**config.mk**
```make
export PLATFORM = sky130hd
export DESIGN_NAME = mux_rr_stream
export DESIGN_NICKNAME = d
export VERILOG_FILES = /design/src/rtl/mux_pkg.sv /design/src/rtl/mux_rr_stream_rr_pick.sv /design/src/rtl/mux_rr_stream.sv
export SDC_FILE = /design/constraint.sdc
export NUM_CORES = 1
export LEC_CHECK = 0
export ABC_AREA = 1
export ABC_CLOCK_PERIOD_IN_PS = 6500
export CAP_MARGIN = 25
export CORE_MARGIN = 1
export CORE_UTILIZATION = 43
export CTS_CLUSTER_SIZE = 28
export DETAILED_ROUTE_END_ITERATION = 7
export PLACE_DENSITY_LB_ADDON = 0.25
export SLEW_MARGIN = 30
export SYNTH_ARGS = -nofsm -noshare
export SYNTH_HDL_FRONTEND = slang
export SYNTH_HIERARCHICAL = 1
export SYNTH_SLANG_ARGS = --single-unit
export TNS_END_PERCENT = 10
```
**constraint.sdc**
```tcl
create_clock -name clk -period 6.5 [get_ports clk]
set_input_delay 1.95 -clock clk [delete_from_list [all_inputs] [get_ports clk]]
set_output_delay 1.95 -clock clk [all_outputs]
set_load 0.005 [all_outputs]
```
**src/rtl/mux_pkg.sv**
```systemverilog
// Shared definitions for the stream multiplexer family: mode encodings and
// width helpers reused by later mux variants.
package mux_pkg;

  localparam logic MODE_FIXED = 1'b0;
  localparam logic MODE_RR    = 1'b1;

  // Ceiling log2, never below 1, so a 1- or 2-entry index still gets a bit.
  function automatic int unsigned clog2_min1(input int unsigned n);
    int unsigned r;
    r = 0;
    while ((32'd1 << r) < n) begin
      r = r + 1;
    end
    if (r == 0) begin
      r = 1;
    end
    return r;
  endfunction

endpackage

```
**src/rtl/mux_rr_stream_rr_pick.sv**
```systemverilog
// Rotating priority encoder: the first asserted valid at or above ptr wins,
// wrapping modulo CHANNELS.
module rr_pick
  import mux_pkg::*;
#(
  parameter int unsigned CHANNELS = 4,
  parameter int unsigned SEL_W    = clog2_min1(CHANNELS)
) (
  input  logic [CHANNELS-1:0] valid,
  input  logic [SEL_W-1:0]    ptr,
  output logic [SEL_W-1:0]    grant,
  output logic                grant_valid
);

  logic [SEL_W:0]   sum;
  logic [SEL_W-1:0] idx;

  // ptr < CHANNELS and i < CHANNELS, so one conditional subtract wraps the sum.
  always_comb begin
    grant       = '0;
    grant_valid = 1'b0;
    sum         = '0;
    idx         = '0;
    for (int unsigned i = 0; i < CHANNELS; i++) begin
      sum = {1'b0, ptr} + (SEL_W+1)'(i);
      if (sum >= (SEL_W+1)'(CHANNELS)) begin
        sum = sum - (SEL_W+1)'(CHANNELS);
      end
      idx = sum[SEL_W-1:0];
      if (!grant_valid && valid[idx]) begin
        grant       = idx;
        grant_valid = 1'b1;
      end
    end
  end

endmodule

```
**src/rtl/mux_rr_stream.sv**
```systemverilog
// N-channel stream multiplexer with fixed-select or round-robin arbitration
// and a single registered output stage.
module mux_rr_stream
  import mux_pkg::*;
#(
  parameter int unsigned WIDTH    = 16,
  parameter int unsigned CHANNELS = 4,
  parameter int unsigned SEL_W    = clog2_min1(CHANNELS)
) (
  input  logic                      clk,
  input  logic                      rst_n,
  input  logic [CHANNELS*WIDTH-1:0] in_data,
  input  logic [CHANNELS-1:0]       in_valid,
  output logic [CHANNELS-1:0]       in_ready,
  input  logic                      mode,
  input  logic [SEL_W-1:0]          sel,
  output logic [WIDTH-1:0]          out_data,
  output logic                      out_valid,
  output logic [SEL_W-1:0]          out_chan,
  input  logic                      out_ready
);

  logic [WIDTH-1:0] chan_data [CHANNELS];
  logic [SEL_W-1:0] rr_ptr;
  logic [SEL_W-1:0] rr_grant;
  logic             rr_grant_valid;
  logic [SEL_W-1:0] grant;
  logic             grant_valid;
  logic             load;
  logic             xfer;
  logic [SEL_W-1:0] ptr_next;

  for (genvar i = 0; i < CHANNELS; i++) begin : g_chan
    assign chan_data[i] = in_data[i*WIDTH +: WIDTH];
  end

  rr_pick #(
    .CHANNELS (CHANNELS),
    .SEL_W    (SEL_W)
  ) u_rr_pick (
    .valid       (in_valid),
    .ptr         (rr_ptr),
    .grant       (rr_grant),
    .grant_valid (rr_grant_valid)
  );

  // Grant selection; ready is gated by reset so it drops as soon as reset asserts.
  always_comb begin
    grant       = '0;
    grant_valid = 1'b0;
    if (mode == MODE_RR) begin
      grant       = rr_grant;
      grant_valid = rr_grant_valid;
    end else if (32'(sel) < CHANNELS) begin
      grant       = sel;
      grant_valid = 1'b1;
    end

    load     = !out_valid || out_ready;
    in_ready = '0;
    if (rst_n && load && grant_valid) begin
      in_ready = CHANNELS'(1) << grant;
    end
    xfer = |(in_valid & in_ready);

    ptr_next = grant + SEL_W'(1);
    if (32'(grant) == CHANNELS - 1) begin
      ptr_next = '0;
    end
  end

  // Output stage and round-robin pointer.
  always_ff @(posedge clk or negedge rst_n) begin
    if (!rst_n) begin
      out_valid <= 1'b0;
      out_data  <= '0;
      out_chan  <= '0;
      rr_ptr    <= '0;
    end else begin
      if (load) begin
        if (xfer) begin
          out_valid <= 1'b1;
          out_data  <= chan_data[grant];
          out_chan  <= grant;
        end else begin
          out_valid <= 1'b0;
        end
      end
      if (xfer && mode == MODE_RR) begin
        rr_ptr <= ptr_next;
      end
    end
  end

endmodule
```
==> impl_results.md <==
* Status: finished clean
* DRC viols at 0
* Int Pwr at ~590 uW
* Core box area at around 4100 sq um
* Clock sinks at 21
* Worst skew pair latency at roughly 250 ps
* CTS H-tree lvls at 1
* Final setup skew at 3.15 ps
* Worst EP required at 4550 ps
* Synth area leader: dfrtp_1
* Grt ovf at 0
* Largest net degree at the start of global routing at 31
* Drt total wl at between 4 and 5 mm
* Vias in the first global route at 1,831
* Comb pwr share at 70.6%
* FF-to-FF End: out_chan[1]
* CP Data Arrival Time at roughly 4300 ps
* Final slew viol count at 0
* Hold_buf cts at 0
* Met3 GRT Util at a little over 6%
* First-pass GRT wire length at 7.76 mm
* Reg2reg start: rr_ptr[0]
* Initial core utilization at 45.9%
* Reg2Reg Depth at 16
* Worst Max-Slew Pin Slew at around 730 ps
* Wirelength per Cell at around 11 microns
* CP delay by family, top: buffers and inverters
* Mapped Nets at 365
* Crit path top cell by count: inv_1
* Post-synth top cells: 100 x nand2_1, 38 x nand3_1, 32 x inv_1, 21 x dfrtp_1, 17 x o21ai_1
* Die Span Y at around 68 microns
* Post-cts sizing count at 0
* Fill cells at ~360
* Post-synth ARST share at 100%
* GRT Util Overall at 22.1%
* Met2 usage at 40.8%
* Hold endpoint: out_data[13]
* Cts bufs inserted at 3
* Post-synth EDFFs at 0
* Worst VDD drop at around 0.00016 V
* Number of buffers added on ports at 96
* Setup Buffers After CTS at 0
* # rows at 23
* Max Clk Rate at approximately 160 MHz
* DR iter-0 viols at 62
* Max Cap Viol at 0
* Crit-path max FO at 4
* Slew headroom at 51.1%
* Die Width at 68.0 microns
* WHS Path Cells at 2
* Nets@finish at between 400 and 500
* Vias at 2,068
* CP Buf/Inv Count at 5
* Detailed Routing Iterations Pass 1 at 4
* Final Hold Viols at 0
* Ant diodes at 0
* Most Crowded Layer GR: met2
* Clock power frac at 7.5%
* Syn_area_per_cell at 6.54 sq um
* #FFs+latches synth at 21
* GP Congestion at 0.783
* Max clock buf depth at 2
* CP max stage cell: clkdlybuf4s50_1
* Tightest Hold Check Type: reg2reg
* Tmin final at roughly 6300 ps
* Clock root buffer: clkbuf_8
* Power Density at 384 nW/um^2
* Syn-to-layout area delta at 54.6%
* Worst setup EP type: output port
* Psw at just over 500 uW
* Seq pwr share at 21.9%
* Most used DFF post-synth: dfrtp_1
* Setup TNS at 0 ps
* Worst reg-to-reg setup slack at 3210 ps
* Clk pin slew, worst setup/hold paths at ~70 ps
* Sequential cell area fraction in the yosys report at between 20% and 30%
* Final setup violating endpoints at 0
* Mapped cell area at 1880 sq um
* Detailed Place HPWL at 3.93 mm
* Via density per instance at 4.80
* CP Launch Type: primary input
* Top-area cell type share of the netlist area at around 28%
* Pleak at 0.00140 uW
* CP max stage delay at between 500 and 600 ps
* CTS tree: done
* CP cell instances: clkdlybuf4s50_1 > inv_1 > nand2_1 > nand3_1 > nand2_2 > inv_1 > nand4_1 > nand3_1 > or2_1 > o21ai_2 > ha_1 > inv_1 > nor2_1 > clkdlybuf4s50_1
* Ys Warns at 6
* Crit share post-route at 96.8%
* Synth Instances at 287
* GRT met1 Usage at 23.8%
* Die ar. at roughly 4600 sq um
* Startpoint of the worst hold path: out_data[13]
* Worst Setup Path Type: in2out
* Top post-synthesis cells by area: dfrtp_1 28%, nand2_1 20%, nand3_1 10%
* Layout cells sized above 1 at 13.4%
* Antenna violations before repair at 0
* Io pins at 97
* Most frequent cell after synthesis: nand2_1
* Sw Ratio at approximately 47%
* Final ANT Viol Nets at 0
* RSZ-0062 raised after global routing: no
* Pwr Total at between 1000 and 1500 uW
* Count of cell types in the netlist at 25
* Final core occ at a little under three quarters
## placed cells by master, fill, tap and decap left out
| cell | count |
|---|---|
| inv_2 | 4 |
| nand3_1 | 38 |
| buf_4 | 8 |
| a21oi_2 | 14 |
| dfrtp_1 | 21 |
| nand3b_1 | 1 |
| inv_4 | 1 |
| nor2_4 | 1 |
| clkbuf_8 | 3 |
| o21ai_0 | 3 |
| or2_1 | 1 |
| clkdlybuf4s50_1 | 96 |
| nand4_1 | 5 |
| nor2_2 | 1 |
| o21ai_1 | 17 |
| nor2_1 | 7 |
| inv_1 | 32 |
| o21ai_2 | 1 |
| nand3_2 | 3 |
| a21oi_1 | 4 |
| nand2_1 | 100 |
| nand2_2 | 11 |
| clkbuf_1 | 1 |
| ha_1 | 4 |
| o21ai_4 | 1 |
| nand2_4 | 3 |
## layer usage
| layer | part of all wire [%] | wire length (microns) |
|---|---|---|
| met1 | 41 | 2010 |
| met2 | 50 | 2480 |
| met3 | 5.9 | 292 |
| met4 | 2.7 | 133 |
| met5 | 0 | 0 |
## area by class of cell
cell class                      count  area, sq um  share of cell area, %
Clock buffer                        4         45.0                   1.55
Inverter                           37          141                   4.87
Sequential cell                    21          526                   18.1
Multi-Input combinational cell    215         1100                   38.1
Tap cell                           50         62.6                   2.16
Timing Repair Buffer              104         1020                   35.2
## per-stage QoR
| stage | setup WS (ps) | hold WS [ps] | area (sq um) | std cells |
|---|---|---|---|---|
| 2_1_floorplan | 1200 | 473 | 1880 | 287 |
| 3_3_place_gp | 278 | 463 | 2840 | 425 |
| 3_5_place_dp | 201 | 467 | 2840 | 425 |
| 4_1_cts | 191 | 487 | 2890 | 429 |
| 5_1_grt | 6.51 | 512 | 2900 | 431 |
| 6_report | 206 | 482 | 2900 | 431 |
## worst reg2reg max path, delay by kind of cell (launching register included)
| family | cells | cell delay [ps] |
|---|---|---|
| DFF | 1 | 630 |
| AOI/OAI and AO/OA | 2 | 220 |
| adders and majority gates | 1 | 230 |
| and+or+nand+nor | 9 | 1460 |
| buffers and inverters | 4 | 620 |
## sequential cells by signal, summed over array words and instances, names as in the netlist
signal	cells
out_data	16
out_chan	2
rr_ptr	2
out_valid	1
## worst max path at each step
stage           startpoint           to  slack, ps  depth (start not counted)
2_1_floorplan  in_valid[3]  in_ready[3]       1200                         17
3_3_place_gp   in_valid[3]  in_ready[3]        280                         18
3_5_place_dp   in_valid[3]  in_ready[1]        200                         18
4_1_cts        in_valid[3]  in_ready[1]        190                         18
5_1_grt        in_valid[2]  in_ready[0]          7                         14
6_report       in_valid[2]  in_ready[1]        210                         14
## logic make-up (layout without fill, tap and decap cells)
family / count (synthesis) / count (layout) / share of synthesized area [%]
AND/OR/NAND/NOR: 171 / 171 / 42.0
AO/OA/AOI/OAI: 40 / 40 / 14.3
buffers and inverters: 51 / 145 / 13.1
flip-flops: 21 / 21 / 28.0
adder cells (fa/ha/maj): 4 / 4 / 2.67
## power by group through the flow
| stage | clock [uW] | combinational [uW] | sequential, uW |
|---|---|---|---|
| after floorplan | 0 | 534 | 239 |
| after global placement | 0 | 766 | 245 |
| after detailed placement | 0 | 784 | 246 |
| after CTS | 86.5 | 787 | 244 |
| after global routing | 92.3 | 885 | 252 |
| final | 83.2 | 786 | 244 |
No activity file was read; power rests on OpenSTA's default activity.
